$ cat config.mk
export PLATFORM = sky130hd
export DESIGN_NAME = fetch_stage
export DESIGN_NICKNAME = d
export VERILOG_FILES = /design/src/rtl/fetch_stage.sv
export SDC_FILE = /design/constraint.sdc
export NUM_CORES = 1
export LEC_CHECK = 0
export ABC_CLOCK_PERIOD_IN_PS = 1800
export CAP_MARGIN = 20
export CORE_MARGIN = 2
export CORE_UTILIZATION = 45
export CTS_BUF_LIST = sky130_fd_sc_hd__clkbuf_8
export DETAILED_ROUTE_END_ITERATION = 12
export GPL_TIMING_DRIVEN = 0
export PLACE_DENSITY = 0.84
export SETUP_SLACK_MARGIN = 0.15
export SKIP_CTS_REPAIR_TIMING = 1
export SYNTH_ARGS = -nofsm -noshare
export SYNTH_HDL_FRONTEND = slang
export SYNTH_SLANG_ARGS = --single-unit
$ cat constraint.sdc
create_clock -name clock -period 1.8 [get_ports clock]
set_input_delay 0.18 -clock clock [delete_from_list [all_inputs] [get_ports clock]]
set_output_delay 0.18 -clock clock [all_outputs]
set_load 0.1 [all_outputs]
$ cat src/rtl/fetch_stage.sv
// IF stage: owns the PC, issues instruction fetches and loads the IF/ID register.
// One returned instruction is buffered so that a stall never drops imem data.
module fetch_stage #(
    parameter logic [31:0] RESET_PC  = 32'h0000_0000,
    parameter logic [31:0] NOP_INSTR = 32'h0000_0000
) (
    input  logic        clock,
    input  logic        reset,
    input  logic        pc_enable,
    input  logic        ifid_enable,
    input  logic        branch_taken,
    input  logic [31:0] branch_target,
    output logic        imem_req,
    output logic [31:0] imem_addr,
    input  logic [31:0] imem_rdata,
    input  logic        imem_ready,
    output logic [31:0] D_instruction,
    output logic [31:0] D_pc_plus4,
    output logic        D_valid,
    output logic        halted
);

    typedef enum logic [1:0] {
        FETCH  = 2'd0,
        HOLD   = 2'd1,
        HALTED = 2'd2
    } state_t;

    state_t      state, state_n;
    logic [31:0] pc, pc_n;
    logic [31:0] hold_buf, hold_buf_n;
    logic [31:0] d_instr_n, d_pc4_n;
    logic        d_valid_n;
    logic        advance;
    logic        halt_seen;
    logic [31:0] pc_plus4;

    assign advance   = pc_enable & ifid_enable;
    assign pc_plus4  = pc + 32'd4;
    assign halt_seen = D_valid && (D_instruction[31:26] == 6'h3f);

    assign imem_req  = (state == FETCH) && !reset;
    assign imem_addr = pc;

    always_comb begin
        state_n    = state;
        pc_n       = pc;
        hold_buf_n = hold_buf;
        d_instr_n  = D_instruction;
        d_pc4_n    = D_pc_plus4;
        d_valid_n  = D_valid;
        if (state != HALTED) begin
            if (branch_taken) begin
                pc_n      = branch_target;
                d_instr_n = NOP_INSTR;
                d_valid_n = 1'b0;
                state_n   = FETCH;
            end else if (halt_seen) begin
                state_n = HALTED;
            end else if (state == FETCH) begin
                if (imem_ready && advance) begin
                    d_instr_n = imem_rdata;
                    d_pc4_n   = pc_plus4;
                    d_valid_n = 1'b1;
                    pc_n      = pc_plus4;
                end else if (imem_ready) begin
                    hold_buf_n = imem_rdata;
                    state_n    = HOLD;
                end else if (ifid_enable) begin
                    d_instr_n = NOP_INSTR;
                    d_valid_n = 1'b0;
                end
            end else if (advance) begin
                // HOLD: release the buffered instruction
                d_instr_n = hold_buf;
                d_pc4_n   = pc_plus4;
                d_valid_n = 1'b1;
                pc_n      = pc_plus4;
                state_n   = FETCH;
            end
        end
    end

    always_ff @(posedge clock) begin
        if (reset) begin
            state         <= FETCH;
            pc            <= RESET_PC;
            hold_buf      <= 32'h0;
            D_instruction <= NOP_INSTR;
            D_pc_plus4    <= 32'h0;
            D_valid       <= 1'b0;
            halted        <= 1'b0;
        end else begin
            state         <= state_n;
            pc            <= pc_n;
            hold_buf      <= hold_buf_n;
            D_instruction <= d_instr_n;
            D_pc_plus4    <= d_pc4_n;
            D_valid       <= d_valid_n;
            halted        <= (state_n == HALTED);
        end
    end

endmodule

==> results.yml <==
global_routing:
  grt_max_degree: 17
  grt_pass1_wl_um: 31160
  grt_pass1_vias: 5969
  grt_use_total_pct: 27.32
  antenna_found_initial: 0
  grt-ovfl-total: 0
clock_tree:
  cts_tree: "yes"
  clockBufferDepth: 2
  clock_sinks: 132
  numCtsBuffers: 17
  cts_root_buf: "clkbuf_8"
  clk_pin_slew_worst_paths_ns: 0.10
  cts_max_level: 4
  insertion_delay_ns: 0.48
cells_and_area:
  diodes: 0
  finish.utilization_pct: 75.46
  nets: 1074
  fin_area_um2: 10030
  fill_cells: 813
  drive_above_1_share_pct: 46.11
  area_delta_synth_final_pct: 63.37
synthesis:
  yosysWarnings: 0
  yosys.area.top_type: "dfxtp_1"
  synthCells: 737
  synthFlopType: "dfxtp_1"
  seq_area_frac_synth_pct: 43.03
  synthArstFlopShare_pct: 0
  avgSynthCellArea_um2: 8.332
  ys_ff_latch: 132
  syn_area_um2: 6141
  yosys-top-cells-area: "dfxtp_1 (43%), nand2_1 (6.8%), mux2_2 (5.9%)"
  syn-num-nets: 808
  synth-edff-count: 0
  yosys.area.top_type_share_pct: 43.03
  synth_cell_types: 58
power_and_ir_drop:
  clkPwrFrac_pct: 30.0
  ir_drop_uv: 666.7
  total_power_uw: 8002
  internal-power_uw: 4902
  sw_frac_of_total_pct: 38.74
  pwr_density_cell_nw_per_um2: 797.6
  power.switching_uw: 3100
  power_frac_seq_pct: 40.3
  p_comb_share_pct: 29.7
  leakage_uw: 0.004051
sta:
  fmax_mhz: 492.0
  period_needed_ns: 2.032
  setup-tns-final_ns: -2.534
  setup_violations: 26
  slew_headroom_pct: 50.64
  finalHoldViolCount: 0
  fin_crit_sh_pct: 112.9
  rsz0062_at_grt: "yes"
  setup_slack_ns: -0.2324
  worstMarginPinSlew_ns: 0.7404
  skew_ns: 0.02657
  drv_slew: 0
route:
  vias: 7311
  wl_um: 25600
  drc: 0
  vias_per_cell: 6.139
  wl_per_cell_um: 21.49
  antenna_left: 0
  firstDrtPassIters: 5
  drtIter0Drc: 963
setup_path:
  r2r_end: "imem_addr[31]$_SDFFE_PP0P_"
  critPathLaunchType: "flop"
  required_ns: 2.13
  cp.arrival_ns: 2.36
  critPathMaxStageDelay_ns: 0.57
  endpoint_kind: "flop"
  path_class: "flop to flop"
  crit_path_max_fanout: 6
  cp_cell_sequence: "nand2_1, or2_4, buf_12, or4_4, mux2i_1, o311ai_1"
  r2r-start: "imem_addr[2]$_SDFFE_PP0P_"
  crit_slowest_cell: "or4_4"
  reg2reg_slack_ns: -0.23
  r2r_cells: 6
min_path:
  hp-class: "input port to flop"
  min_to: "state[0]$_SDFF_PP0_"
  hp-start: "branch_taken"
  min_path_cells: 4
floorplanning:
  num_rows: 42
  initial_core_util_pct: 46.19
  io_pins: 169
  core_area_um2: 13300
  dieArea_um2: 14600
  dieHeight_um: 120.8
  die_width_um: 120.8
placement:
  globalplace.congestion: 0.9223
  placed_area_um2: 8591
  dp_hpwl_um: 14610
  port_buffers: 166
status:
  violations: "setup timing"
  outcome: "finished, violations left"
run:
  cap_violations: 0
-- worst max path at each step --
stage,depth (start not counted),slack [ns],startpoint,endpoint
6_report,6,-0.23,imem_addr[2]$_SDFFE_PP0P_,imem_addr[31]$_SDFFE_PP0P_
5_1_grt,5,-0.28,reset,imem_req
4_1_cts,5,-0.90,reset,imem_req
3_5_place_dp,5,-0.89,reset,imem_req
3_3_place_gp,5,-0.91,reset,imem_req
2_1_floorplan,6,-0.26,imem_addr[10]$_SDFFE_PP0P_,imem_addr[23]$_SDFFE_PP0P_
-- metal layers --
metal  track usage, %  part of all wire (%)  vias to the layer above
met5                0                     0                        -
met4            11.41                   5.0                        0
met3            6.274                   9.3                      112
met2            42.48                    47                      520
met1            36.45                    39                     3520
li1                 -                     -                     3159
-- logic make-up after synthesis --
logic type,count (synthesis),share of synthesized area [%]
AO/OA/AOI/OAI,184,19.97
XOR/XNOR,27,3.851
adder cells (fa/ha/maj),1,0.2037
buffers and inverters,76,5.074
flip-flops,132,43.03
multiplexers,37,6.683
AND/OR/NAND/NOR,280,21.19
-- Yosys cell counts, drive strengths merged (3+ instances only) --
library cell and n:
xnor2 19, or2 3, inv 11, nand2 111, nand4 11, or4 4, mux2i 5, and3 6
nor3 14, a22o 7, a31oi 10, o211ai 3, o21a 3, clkbuf 52, nor4 6, a21oi 54
nand2b 7, a22oi 34, o31ai 3, o21ai 20, nand3 16, a211oi 26, nor2 85, or3 4
dfxtp 132, and4 6, nor2b 3, a32o 6, mux2 32, buf 13, xor2 8
-- critical path: cells and delay by family (launching register included) --
family	cells	cell delay, ns
AND/OR/NAND/NOR	3	1.00
flip-flops	1	0.40
multiplexers	1	0.21
buffers and inverters	1	0.14
AO/OA/AOI/OAI	1	0.12
-- power by group through the flow --
stage	Combinational, uW	Clock [uW]	Sequential [uW]
after floorplan	662	0	4120
after global placement	2120	0	3260
after detailed placement	2140	0	3270
after CTS	2140	2330	3200
after global routing	2450	2520	3230
final	2380	2400	3220
-- state kept, by name (all words and copies together), names as in the netlist --
name,flops
state,2
D_instruction,32
hold_buf,32
halted,1
D_pc_plus4,32
D_valid,1
imem_addr,32
-- metrics by stage --
| stage | cells | setup WS (ns) | hold slack, ns |
|---|---|---|---|
| global placement | 1079 | -0.9092 | 0.4387 |
| detailed placement | 1079 | -0.8869 | 0.4461 |
| global route | 1191 | -0.2799 | 0.2974 |
| CTS | 1110 | -0.9003 | 0.1927 |
| finish | 1191 | -0.2324 | 0.2989 |
| floorplan | 737 | -0.2648 | 0.3160 |
-- cell type report --
class	count	area (um2)	share of cell area, %
Buffer	64	566.8	5.650
Tap cell	176	220.2	2.195
Multi-Input combinational cell	529	4049	40.36
Clock inverter	13	107.6	1.073
Sequential cell	132	2768	27.59
Timing Repair Buffer	248	2032	20.25
Clock buffer	18	247.7	2.469
Inverter	11	41.29	0.4116
-- cell usage in the layout (no fill, tap or decap), types with 12 or more instances in the layout --
cell type          n
buf_6             34
dfxtp_1           94
nand2_1           87
mux2_2            24
clkdlybuf4s50_1   67
a21oi_1           36
nor2_1            76
a22oi_2           32
a211oi_1          19
buf_4             54
a21oi_2           18
clkbuf_8          19
nand2_2           13
dfxtp_4           31
inv_1             12
clkbuf_1          20
clkbuf_2         106
No activity file was read; power rests on OpenSTA's default activity.
